**src/rtl/pipe_pkg.sv**
```systemverilog
// Shared definitions for the pipeline stage registers.
// Holds the stage-register state encoding, the stall counter width and the
// packed payload layouts that each stage passes through pipe_skid_reg
// (instantiate with WIDTH = $bits(<payload>_t)).
// Optional feature macro used by pipe_skid_reg: PIPE_STALL_CNT_EN.
package pipe_pkg;

   // Occupancy of a stage register: nothing held, main only, main and skid.
   typedef enum logic [1:0] {
      EMPTY = 2'd0,
      BUSY  = 2'd1,
      FULL  = 2'd2
   } pipe_state_e;

   localparam int unsigned STALL_CNT_W = 32;

   // IF -> ID: fetched instruction and its address.
   typedef struct packed {
      logic [31:0] pc;
      logic [31:0] instr;
   } if_id_payload_t;

   // ID -> EX: decoded fields plus register operands (153 bits).
   typedef struct packed {
      logic [4:0]  rd_addr;
      logic [6:0]  funct7;
      logic [2:0]  funct3;
      logic [31:0] imm;
      logic [31:0] rs2_data;
      logic [31:0] rs1_data;
      logic [31:0] pc;
      logic [4:0]  rs1_addr;
      logic [4:0]  rs2_addr;
   } id_ex_payload_t;

   // EX -> MEM: ALU result and store data.
   typedef struct packed {
      logic [4:0]  rd_addr;
      logic [31:0] alu_result;
      logic [31:0] rs2_data;
      logic [31:0] pc;
   } ex_mem_payload_t;

   // MEM -> WB: write-back value and destination.
   typedef struct packed {
      logic [4:0]  rd_addr;
      logic [31:0] wb_data;
   } mem_wb_payload_t;

   localparam int unsigned IF_ID_PAYLOAD_W  = $bits(if_id_payload_t);
   localparam int unsigned ID_EX_PAYLOAD_W  = $bits(id_ex_payload_t);
   localparam int unsigned EX_MEM_PAYLOAD_W = $bits(ex_mem_payload_t);
   localparam int unsigned MEM_WB_PAYLOAD_W = $bits(mem_wb_payload_t);

endpackage

```
**src/rtl/pipe_sat_counter.sv**
```systemverilog
// Generic saturating up-counter with enable.
// Counts one per enabled cycle and sticks at all-ones; cleared only by reset.
module pipe_sat_counter #(
   parameter int unsigned W = 32
) (
   input  logic         clk,
   input  logic         reset_n,
   input  logic         en,
   output logic [W-1:0] cnt
);

   logic [W-1:0] cnt_r;
   logic         at_max_s;

   assign at_max_s = (cnt_r == {W{1'b1}});

   // Count enabled cycles, holding at the maximum value once reached.
   always_ff @(posedge clk or negedge reset_n) begin
      if (!reset_n) begin
         cnt_r <= '0;
      end else if (en && !at_max_s) begin
         cnt_r <= cnt_r + W'(1);
      end else begin
         cnt_r <= cnt_r;
      end
   end

   assign cnt = cnt_r;

endmodule

```
**src/rtl/pipe_skid_reg.sv**
```systemverilog
// Parametrised pipeline stage register with valid/ready handshake and a
// 2-entry skid buffer (main + skid). in_ready comes straight from a flop, so
// the upstream ready path is cut while full throughput is kept under
// backpressure. Flush empties the stage synchronously.
// Optional feature: define PIPE_STALL_CNT_EN to add the stall_cnt port, a
// saturating count of cycles where a valid payload waits on the consumer.
module pipe_skid_reg
   import pipe_pkg::*;
#(
   parameter int unsigned      WIDTH        = 32,
   parameter bit               CLR_ON_FLUSH = 1'b1,
   parameter logic [WIDTH-1:0] FLUSH_VAL    = '0
) (
   input  logic                   clk,
   input  logic                   reset_n,
   input  logic                   flush,
   input  logic                   in_valid,
   output logic                   in_ready,
   input  logic [WIDTH-1:0]       in_data,
   output logic                   out_valid,
   input  logic                   out_ready,
   output logic [WIDTH-1:0]       out_data
`ifdef PIPE_STALL_CNT_EN
   ,output logic [STALL_CNT_W-1:0] stall_cnt
`endif
);

   pipe_state_e      state_r;
   pipe_state_e      state_nxt_s;
   logic [WIDTH-1:0] main_r;
   logic [WIDTH-1:0] main_nxt_s;
   logic [WIDTH-1:0] skid_r;
   logic [WIDTH-1:0] skid_nxt_s;
   logic             in_ready_r;
   logic             acc_s;
   logic             snd_s;

   assign out_valid = (state_r != EMPTY);
   assign out_data  = main_r;
   assign in_ready  = in_ready_r;

   assign acc_s = in_valid & in_ready_r;
   assign snd_s = out_valid & out_ready;

   // Next-state and next-payload selection; flush overrides any transfer.
   always_comb begin
      state_nxt_s = state_r;
      main_nxt_s  = main_r;
      skid_nxt_s  = skid_r;
      if (flush) begin
         state_nxt_s = EMPTY;
         if (CLR_ON_FLUSH) begin
            main_nxt_s = FLUSH_VAL;
            skid_nxt_s = FLUSH_VAL;
         end else begin
            main_nxt_s = main_r;
            skid_nxt_s = skid_r;
         end
      end else begin
         case (state_r)
            EMPTY: begin
               if (acc_s) begin
                  main_nxt_s  = in_data;
                  state_nxt_s = BUSY;
               end else begin
                  state_nxt_s = EMPTY;
               end
            end
            BUSY: begin
               if (acc_s && snd_s) begin
                  main_nxt_s  = in_data;
                  state_nxt_s = BUSY;
               end else if (acc_s) begin
                  // Consumer stalled: park the new word in the skid slot.
                  skid_nxt_s  = in_data;
                  state_nxt_s = FULL;
               end else if (snd_s) begin
                  state_nxt_s = EMPTY;
               end else begin
                  state_nxt_s = BUSY;
               end
            end
            FULL: begin
               // in_ready is low here, so only the drain side can move.
               if (snd_s) begin
                  main_nxt_s  = skid_r;
                  state_nxt_s = BUSY;
               end else begin
                  state_nxt_s = FULL;
               end
            end
            default: begin
               state_nxt_s = EMPTY;
            end
         endcase
      end
   end

   // State, payload and registered in_ready update.
   always_ff @(posedge clk or negedge reset_n) begin
      if (!reset_n) begin
         state_r    <= EMPTY;
         main_r     <= FLUSH_VAL;
         skid_r     <= FLUSH_VAL;
         in_ready_r <= 1'b1;
      end else begin
         state_r    <= state_nxt_s;
         main_r     <= main_nxt_s;
         skid_r     <= skid_nxt_s;
         in_ready_r <= (state_nxt_s != FULL);
      end
   end

`ifdef PIPE_STALL_CNT_EN
   logic stall_s;

   assign stall_s = out_valid & ~out_ready;

   pipe_sat_counter #(
      .W (STALL_CNT_W)
   ) u_stall_cnt (
      .clk     (clk),
      .reset_n (reset_n),
      .en      (stall_s),
      .cnt     (stall_cnt)
   );
`endif

endmodule

```
**config.mk**
```make
export PLATFORM = sky130hd
export DESIGN_NAME = pipe_skid_reg
export DESIGN_NICKNAME = d
export VERILOG_FILES = /design/src/rtl/pipe_pkg.sv /design/src/rtl/pipe_sat_counter.sv /design/src/rtl/pipe_skid_reg.sv
export SDC_FILE = /design/constraint.sdc
export NUM_CORES = 1
export LEC_CHECK = 0
export ABC_AREA = 1
export CAP_MARGIN = 20
export CELL_PAD_IN_SITES_DETAIL_PLACEMENT = 0
export CELL_PAD_IN_SITES_GLOBAL_PLACEMENT = 1
export CORE_ASPECT_RATIO = 0.6
export CORE_MARGIN = 5
export CORE_UTILIZATION = 37
export DETAILED_ROUTE_END_ITERATION = 10
export PLACE_DENSITY = 0.87
export SLEW_MARGIN = 20
export SYNTH_ARGS = -nofsm -noshare
export SYNTH_HDL_FRONTEND = slang
export SYNTH_SLANG_ARGS = --single-unit
```
**constraint.sdc**
```tcl
create_clock -name clk -period 1.7 [get_ports clk]
set_input_delay 0.17 -clock clk [delete_from_list [all_inputs] [get_ports clk]]
set_output_delay 0.17 -clock clk [all_outputs]
set_load 0.005 [all_outputs]
```
==> impl_metrics.json, run 1 <==
{
  "netlist_instances": 398,
  "crit_fanout": 27,
  "met2_usage": 0.253,
  "max_freq_mhz": 630,
  "core_um2": 8560,
  "grt_max_degree": 52,
  "pwr-share-clk": 0.384,
  "routed_via_density": 4.95,
  "num_vias": 2901,
  "p_leak_uw": 0.00212,
  "wirelength_um": 8590,
  "vdd_ir_drop_max_v": 0.000456,
  "antenna_found_initial": 0,
  "initial_utilization": 0.381,
  "wl_per_cell_um": 14.7,
  "power_uw": 4420,
  "rsz0062_at_grt": "no",
  "top_usage_layer": "met2",
  "die_w_um": 131,
  "die_y_um": 82.7,
  "fin_nets": 510,
  "dp_hpwl_um": 6010,
  "slew_headroom": 0.649,
  "cts_tree": "yes",
  "num_io_pins": 71,
  "finalCriticalPeriod_ns": 1.59,
  "timing.setup.tns_ns": 0,
  "placementRows": 26,
  "gp_congestion": 0.798,
  "drtPass1Iterations": 5,
  "status": "complete, no violations",
  "synthDistinctLibCells": 25,
  "pwr_density_cell_nw_per_um2": 987,
  "syn_area_um2": 3260,
  "antennaDiodeCount": 0,
  "cts_sinks": 67,
  "path_class": "reg -> reg",
  "drv_cap": 0,
  "yosysWarningCount": 0,
  "cp-end-kind": "flop",
  "clock-root-buffer": "clkbuf_16",
  "hold_viol": 0,
  "p_seq_frac": 0.408,
  "grt_overflow": 0,
  "io_buffers": 70,
  "syn_avg_cell_area_um2": 8.18,
  "grt_pass1_wl_um": 14300,
  "drv_slew": 0,
  "ys_ff_latch": 67,
  "hold_class": "in -> async",
  "clockBufferDepth": 2,
  "synth_nets": 439,
  "ys_seq_area_frac": 0.515,
  "cp-start-kind": "flop",
  "cp.arrival_ns": 1.84,
  "dieArea_um2": 10800,
  "timing.final.crit_share": 0.934,
  "drc": 0,
  "post-route-util": 0.523,
  "clk_latency_ns": 0.33,
  "combinationalPowerShare": 0.208,
  "synthToLayoutAreaGrowth_pct": 37.4,
  "crit_required_ns": 1.95,
  "setup_viol_count_final": 0,
  "cts-htree-levels": 3,
  "p_int_uw": 3190,
  "switching_share": 0.277,
  "worst_slew_pin_slew_ns": 0.526,
  "numCtsBuffers": 9,
  "drive_gt1_frac": 0.101,
  "skew_ns": 0.00454,
  "grt_pass1_vias": 2792,
  "clk_pin_slew_worst_paths_ns": 0.05,
  "drt_iter0_markers": 229,
  "met1_usage": 0.226,
  "switchingPower_uw": 1220,
  "drt.antenna.violating_nets": 0,
  "met3_usage": 0.0581,
  "track_usage": 0.167
}
-- cell usage in the layout, fill, tap and decap left out, types with 2 or more instances in the layout --
cell | netlist | layout
nand2_1 | 114 | 114
clkdlybuf4s50_1 | 0 | 68
dfrtp_1 | 66 | 66
nand3_1 | 46 | 46
inv_1 | 37 | 37
nor2_1 | 21 | 21
o21ai_1 | 17 | 17
nand4_1 | 16 | 16
a211oi_1 | 16 | 16
o21ai_0 | 15 | 15
clkbuf_16 | 0 | 9
buf_12 | 0 | 8
buf_4 | 5 | 7
nand2_2 | 5 | 4
a21oi_1 | 4 | 4
ha_2 | 0 | 3
inv_2 | 3 | 2
nand2_4 | 1 | 2
clkinv_2 | 0 | 2
clkbuf_1 | 7 | 2
-- state kept, by name, indices dropped and copies added (netlist names) --
signal	flops
state_r	2
skid_r	32
out_data	32
in_ready	1
-- per-layer routing --
layer	part of all wire	up-vias
li1	-	1444
met1	0.49	1362
met2	0.43	86
met3	0.066	9
met4	0.0072	0
met5	0	-
-- power groups by stage --
| stage | clock network [µW] | registers (µW) | logic, µW |
|---|---|---|---|
| 2_1_floorplan | 0 | 1820 | 409 |
| 3_3_place_gp | 0 | 1830 | 891 |
| 5_1_grt | 1810 | 1820 | 1010 |
| 3_5_place_dp | 0 | 1830 | 908 |
| 4_1_cts | 1740 | 1800 | 920 |
| 6_report | 1700 | 1800 | 918 |
-- final timing paths --
kind | from | to | slack (ns) | cells after the start
setup reg to reg | state_r[1] | skid_r[24] | 0.11 | 9
min in group clk | in_data[13] | skid_r[13] | 0.41 | 3
hold reg to reg | out_data[28] | out_data[28] | 0.50 | 2
hold / removal | reset_n | state_r[0] | 0.35 | 2
setup / recovery | state_r[1] | skid_r[24] | 0.11 | 9
max in group asynchronous | reset_n | out_data[6] | 0.83 | 3
-- critical path: stages (launching register included) --
cell	delay, ns
dfrtp_1	0.38
inv_1	0.09
ha_2	0.21
inv_2	0.06
nand2_2	0.10
nand3_4	0.15
nor2_4	0.15
buf_12	0.19
nand2_1	0.08
o21ai_1	0.08
-- cells by family after synthesis --
kind of cell / synth area share
buf+inv: 0.0857
flops: 0.515
fa+ha+maj: 0.0154
compound gates: 0.0995
simple gates: 0.284
-- synthesized netlist by cell type --
library cell	number	area share
a211oi_1	16	0.037
a21boi_0	1	0.0023
a21oi_1	4	0.0061
a21oi_4	1	0.0050
buf_1	4	0.0046
buf_2	10	0.015
buf_4	5	0.012
clkbuf_1	7	0.0081
dfrtp_1	66	0.51
dfstp_2	1	0.0081
ha_1	4	0.015
inv_1	37	0.043
inv_2	3	0.0035
nand2_1	114	0.13
nand2_2	5	0.0096
nand2_4	1	0.0035
nand3_1	46	0.071
nand3_2	1	0.0031
nand3_4	1	0.0054
nand4_1	16	0.031
nor2_1	21	0.024
nor2_4	1	0.0035
o21ai_0	15	0.023
o21ai_1	17	0.026
or2_2	1	0.0019
-- area by class of cell --
class | instances | area, µm²
timing repair buffer | 86 | 917
inverter | 40 | 153
clock inverter | 4 | 26.3
tap | 112 | 140
sequential | 67 | 1680
clock buffer | 12 | 246
multi-input combinational | 265 | 1310
fill | 810 | 4080
-- repair_timing --
item / CTS / global route
resized for setup: 2 / 4
endpoints found under the hold margin: 17 / 0
gates cloned: 0 / 0
buffers inserted: 2 / 0
hold buffers: 1 / 0
pin swaps: 0 / 0
setup endpoints to repair: 3 / 21
-- through the flow --
stage,std cells,cell area (µm²),hold slack (ns),setup slack (ns)
final,586,4470,0.349,0.112
after global routing,586,4470,0.407,0.00359
after CTS,586,4460,0.357,0.0247
after detailed placement,567,4160,0.179,0.0222
after global placement,567,4160,0.168,0.0845
after floorplan,398,3260,-0.126,0.220
No activity file was read; power rests on OpenSTA's default activity.
==> run 2: changes to the inputs <==
--- a/config.mk
+++ b/config.mk
@@ -5,15 +5,15 @@
 export SDC_FILE = /design/constraint.sdc
 export NUM_CORES = 1
 export LEC_CHECK = 0
-export ABC_AREA = 1
+export ABC_CLOCK_PERIOD_IN_PS = 1700
 export CAP_MARGIN = 20
 export CELL_PAD_IN_SITES_DETAIL_PLACEMENT = 0
 export CELL_PAD_IN_SITES_GLOBAL_PLACEMENT = 1
 export CORE_ASPECT_RATIO = 0.6
 export CORE_MARGIN = 5
-export CORE_UTILIZATION = 37
+export CORE_UTILIZATION = 39
 export DETAILED_ROUTE_END_ITERATION = 10
-export PLACE_DENSITY = 0.87
+export PLACE_DENSITY = 0.88
 export SLEW_MARGIN = 20
 export SYNTH_ARGS = -nofsm -noshare
 export SYNTH_HDL_FRONTEND = slang
==> run 2 against run 1 <==
Against the previous run:
- clock power grew 18%
- wire length shrank 0.72%
- total power grew 21%
- non-clock buffer count grew 7
- synthesized cell count shrank 25%
- die area shrank 7.7%
- worst setup slack lost 0.10 ns
- count of clock-buffer cells in the layout shrank 2
- critical path depth shrank 2
- global-route usage grew 0.55 points
- final area grew 0.95%
- critical path type unchanged
- largest cell class unchanged
==> impl_metrics.json, run 2 <==
{
  "antennaDiodeCount": 0,
  "r2r-end": "out_data[21]",
  "track_usage": 0.172,
  "wl_per_cell_um": 17.3,
  "die_w_um": 126,
  "cts-htree-levels": 3,
  "r2r_cells": 7,
  "hold_viol": 0,
  "design_area_um2": 4510,
  "switchingPower_uw": 1480,
  "netlist_instances": 299,
  "drc": 0,
  "whs_path_depth": 3,
  "timing.final.crit_share": 0.994,
  "yosysWarningCount": 0,
  "detailed_place.area_um2": 4070,
  "clk_pin_slew_worst_paths_ns": 0.06,
  "num_io_pins": 71,
  "die_y_um": 79.5,
  "antenna_found_initial": 0,
  "finalCriticalPeriod_ns": 1.69,
  "drv_cap": 0,
  "slew_headroom": 0.679,
  "routed_via_density": 5.16,
  "setup_viol_count_final": 0,
  "synth_most_common_cell": "nand2_1",
  "grt_pass1_wl_um": 13800,
  "min_to": "skid_r[3]",
  "placementRows": 25,
  "path_class": "reg -> reg",
  "num_vias": 2542,
  "cp.arrival_ns": 1.94,
  "dieArea_um2": 10000,
  "cp-end-kind": "flop",
  "gp_congestion": 0.841,
  "drt_iter0_markers": 142,
  "p_seq_frac": 0.360,
  "ys_ff_latch": 67,
  "power_uw": 5360,
  "max_freq_mhz": 592,
  "initial_utilization": 0.400,
  "clock-root-buffer": "clkbuf_16",
  "drive_gt1_frac": 0.190,
  "drtPass1Iterations": 4,
  "syn_area_um2": 3140,
  "syn_avg_cell_area_um2": 10.5,
  "cts_sinks": 67,
  "synth_edf_count": 0,
  "layout_commonest_cell": "clkdlybuf4s50_1",
  "pwr_density_cell_nw_per_um2": 1190,
  "clockBufferDepth": 2,
  "rrSetupSlack_ns": 0.01,
  "ys.flop_type": "dfrtp_1",
  "ys_seq_area_frac": 0.535,
  "final_cell_mix": "clkdlybuf4s50_1, nand2_1, dfrtp_1",
  "cp-start-kind": "flop",
  "crit_required_ns": 1.95,
  "io_buffers": 70,
  "synthToLayoutAreaGrowth_pct": 43.9,
  "grt_max_degree": 39,
  "yosys-top-cells-count": "nand2_1, dfrtp_1, a21oi_1, mux2i_1, o2bb2ai_1",
  "synth_area_leaders": "dfrtp_1, mux2i_1, nand2_1, a21oi_1, o2bb2ai_1",
  "dp_cells": 473,
  "synth_nets": 340,
  "numCtsBuffers": 9,
  "grt_pass1_vias": 2614,
  "crit_fanout": 16,
  "worst_slew_pin_slew_ns": 0.481,
  "timing.setup.tns_ns": 0,
  "switching_share": 0.276,
  "core_um2": 7850,
  "async_reset_ff_frac": 1.00,
  "drt.antenna.violating_nets": 0,
  "p_leak_uw": 0.00180,
  "final_cells": 493,
  "drv_slew": 0,
  "vdd_ir_drop_max_v": 0.000528,
  "clk_latency_ns": 0.32,
  "synthDistinctLibCells": 30,
  "reg2reg_from": "state_r[0]",
  "post-synth-top-area-cell": "dfrtp_1",
  "synth_top_area_frac": 0.526,
  "wirelength_um": 8520,
  "p_int_uw": 3880,
  "hold_start": "flush",
  "grt_overflow": 0,
  "rsz0062_at_grt": "yes",
  "combinationalPowerShare": 0.267,
  "fin_nets": 421,
  "fillers": 661,
  "pwr-share-clk": 0.373,
  "dp_hpwl_um": 5660,
  "hold_class": "in -> reg",
  "status": "complete, no violations",
  "skew_ns": 0.00602,
  "cts_tree": "yes"
}
run 2: changes by cell type after synthesis, moves of 16 or more:
cell | previous run | this run
nand4_1 | 16 | 0
a21oi_1 | 4 | 49
mux2i_1 | 0 | 32
nand3_1 | 46 | 1
inv_1 | 37 | 4
nor2_1 | 21 | 0
nand2_1 | 114 | 67
o21ai_1 | 17 | 0
o2bb2ai_1 | 0 | 16
run 2: cell type report:
class	count	area, µm²	share of cell area
Clock buffer	10	239	0.0529
Clock inverter	6	88.8	0.0197
Inverter	4	15.0	0.00333
Multi-Input combinational cell	205	1420	0.315
Sequential cell	67	1680	0.372
Tap cell	108	135	0.0299
Timing Repair Buffer	93	935	0.207
run 2: layer usage:
layer	vias to the layer above	GRT usage	part of all wire
li1	1213	-	-
met1	1247	0.245	0.49
met2	76	0.259	0.44
met3	6	0.0575	0.067
met4	0	0.0343	0.0061
met5	-	0	0
run 2: cells by family (layout without fill, tap and decap cells):
family / count (synthesis) / after routing / share of synthesized area
buffers and inverters: 28 / 113 / 0.0435
DFF: 67 / 67 / 0.535
AOI/OAI and AO/OA: 88 / 88 / 0.194
adders and majority gates: 4 / 4 / 0.0159
and+or+nand+nor: 80 / 81 / 0.110
muxes: 32 / 32 / 0.102
run 2: stage by stage:
| step | utilization | hold slack, ns | setup WS, ns |
|---|---|---|---|
| floorplan | - | -0.126 | -0.0838 |
| global placement | 0.519 | 0.104 | 0.0311 |
| detailed placement | 0.519 | 0.105 | -0.0282 |
| CTS | 0.566 | 0.240 | 0.00964 |
| global route | 0.575 | 0.263 | -0.0246 |
| finish | 0.575 | 0.257 | 0.0101 |
run 2: how the worst max path moves through the flow:
stage	from	to	slack, ns
4_1_cts	state_r[1]	out_valid	0.01
6_report	state_r[0]	out_data[21]	0.01
3_3_place_gp	in_valid	out_data[11]	0.03
3_5_place_dp	state_r[0]	out_data[15]	-0.03
2_1_floorplan	state_r[0]	out_data[11]	-0.08
5_1_grt	state_r[1]	out_data[15]	-0.02
run 2: power groups by stage:
stage          sequential [µW]  clock [µW]  combinational, µW
4_1_cts                   1920        2040               1370
3_5_place_dp              1940           0               1340
5_1_grt                   1950        2110               1550
2_1_floorplan             1930           0                664
3_3_place_gp              1940           0               1300
6_report                  1930        2000               1430
run 2: what timing repair did:
action                                  4_1_cts  5_1_grt
gates cloned                                  0        1
pin swaps                                     0        4
resized for setup                             5       15
hold buffers                                  1        0
hold endpoints to repair                     12        0
endpoints found under the setup margin       19       66
buffers inserted                              1        1
run 2: worst max-delay path, stage by stage, from the launching register on:
cell and delay [ns]:
dfrtp_1 0.38, inv_2 0.11, ha_4 0.21, nor2b_2 0.16, or3_1 0.33, o211ai_2 0.11
buf_12 0.18, o2bb2ai_1 0.13
==> run 3: changes to the inputs <==
--- a/config.mk
+++ b/config.mk
@@ -14,6 +14,8 @@
 export CORE_UTILIZATION = 39
 export DETAILED_ROUTE_END_ITERATION = 10
 export PLACE_DENSITY = 0.88
+export REMOVE_ABC_BUFFERS = 1
+export SKIP_CTS_REPAIR_TIMING = 1
 export SLEW_MARGIN = 20
 export SYNTH_ARGS = -nofsm -noshare
 export SYNTH_HDL_FRONTEND = slang
==> run 3 against run 2 <==
Against the previous run:
- combinational power up 8%
- highest routed layer is now met5
- final cell count up 1.0%
- count of clock-buffer cells in the layout up 3
- largest power group is now sequential cells
- largest cell class unchanged
- global-route usage up 0.13 points
==> impl_metrics.json, run 3 (synthesis gave the netlist of run 2 again) <==
{
  "cp.arrival_ns": 1.93,
  "skew_ns": 0.00400,
  "pwr_density_cell_nw_per_um2": 1130,
  "initial_utilization": 0.400,
  "fin_nets": 426,
  "timing.setup.tns_ns": 0,
  "finalCriticalPeriod_ns": 1.68,
  "core_um2": 7850,
  "max_freq_mhz": 596,
  "setup_ws_ns": 0.0235,
  "cp-start-kind": "flop",
  "antenna_found_initial": 1,
  "layout_commonest_cell": "clkdlybuf4s50_1",
  "cpPeakStageDelay_ns": 0.39,
  "clk_latency_ns": 0.32,
  "drtPass1Iterations": 4,
  "clockBufferDepth": 2,
  "placementRows": 25,
  "cts_tree": "yes",
  "power_uw": 5260,
  "clk_pin_slew_worst_paths_ns": 0.05,
  "path_class": "reg -> reg",
  "rsz0062_at_grt": "yes",
  "drv_cap": 0,
  "rrSetupSlack_ns": 0.02,
  "r2r-end": "out_data[2]",
  "p_leak_uw": 0.00186,
  "worst_slew_pin_slew_ns": 0.510,
  "num_vias": 2625,
  "grt_pass1_vias": 2573,
  "final_cell_mix": "clkdlybuf4s50_1, nand2_1, dfrtp_1",
  "drv_slew": 0,
  "met2_length_um": 3920,
  "die_w_um": 126,
  "hold_viol": 0,
  "crit_chain": "inv_2 -> ha_4 -> nor2b_4 -> or3_4 -> o211ai_4 -> clkbuf_16 -> o2bb2ai_2",
  "grt_pass1_wl_um": 13800,
  "die_y_um": 79.5,
  "grt_overflow": 0,
  "cp-end-kind": "flop",
  "dp_slack_ns": -0.0752,
  "drt.antenna.violating_nets": 0,
  "dieArea_um2": 10000,
  "crit_fanout": 8,
  "highest_layer": "met5",
  "num_io_pins": 71,
  "met1Wirelength_um": 4170,
  "wl_per_cell_um": 17.6,
  "r2r_cells": 7,
  "setup_viol_count_final": 0,
  "timing.final.crit_share": 0.986,
  "cts_sinks": 67,
  "gp_congestion": 0.818,
  "routed_via_density": 5.27,
  "crit_start": "state_r[0]",
  "io_buffers": 70,
  "reg2reg_from": "state_r[0]",
  "antennaDiodeCount": 0,
  "cts-htree-levels": 3,
  "hold_start": "flush",
  "drc": 0,
  "hold_class": "in -> reg",
  "drt_iter0_markers": 154,
  "cpMaxStageDelayCell": "dfrtp_1",
  "status": "complete, no violations",
  "numCtsBuffers": 9,
  "slew_headroom": 0.660,
  "synthToLayoutAreaGrowth_pct": 48.6,
  "wl_met3_um": 614,
  "track_usage": 0.174,
  "dp_hpwl_um": 5840,
  "crit_end": "out_data[2]",
  "wirelength_um": 8760,
  "clock-root-buffer": "clkbuf_16",
  "vdd_ir_drop_max_v": 0.000506,
  "crit_required_ns": 1.95,
  "drive_gt1_frac": 0.228,
  "grt_max_degree": 43
}
## run 3: worst max-delay path, delay by kind of cell, from the launching register on
| family | cells | cell delay (ns) |
|---|---|---|
| AO/OA/AOI/OAI | 2 | 0.22 |
| buffers and inverters | 2 | 0.31 |
| adder cells (fa/ha/maj) | 1 | 0.20 |
| AND/OR/NAND/NOR | 2 | 0.49 |
| flip-flops | 1 | 0.39 |
## run 3: layout make-up
cell class | count | area, µm²
clock buffer | 13 | 240
clock inverter | 3 | 40.0
fill | 632 | 3190
inverter | 4 | 15.0
multi-input combinational | 204 | 1520
sequential | 67 | 1680
tap | 108 | 135
timing repair buffer | 99 | 1040
## run 3: metrics by stage
stage	std cells	utilization	hold slack (ns)	cell area, µm²
floorplan	275	-	-0.126	3020
global route	498	0.594	0.265	4660
global placement	472	0.522	0.138	4100
CTS	488	0.558	-0.203	4380
detailed placement	472	0.522	0.147	4100
finish	498	0.594	0.251	4660
## run 3: report_power, final
group / switching [µW] / total, µW / internal [µW] / leakage [µW]
Combinational: 713 / 1550 / 834 / 0.000820
Clock: 633 / 1760 / 1130 / 0.000138
Sequential: 148 / 1940 / 1800 / 0.000907
Total: 1490 / 5260 / 3760 / 0.00186
## run 3: worst min path at each step
stage / slack [ns] / cells past startpoint / to
2_1_floorplan: -0.13 / 0 / out_data[0]
3_3_place_gp: 0.14 / 1 / skid_r[7]
3_5_place_dp: 0.15 / 1 / skid_r[5]
4_1_cts: -0.20 / 1 / out_data[19]
5_1_grt: 0.26 / 2 / out_data[17]
6_report: 0.25 / 2 / out_data[18]
## run 3: metal layers
| metal | track usage | vias up |
|---|---|---|
| li1 | - | 1230 |
| met1 | 0.254 | 1310 |
| met2 | 0.250 | 77 |
| met3 | 0.0541 | 6 |
| met4 | 0.0439 | 2 |
| met5 | 0 | - |
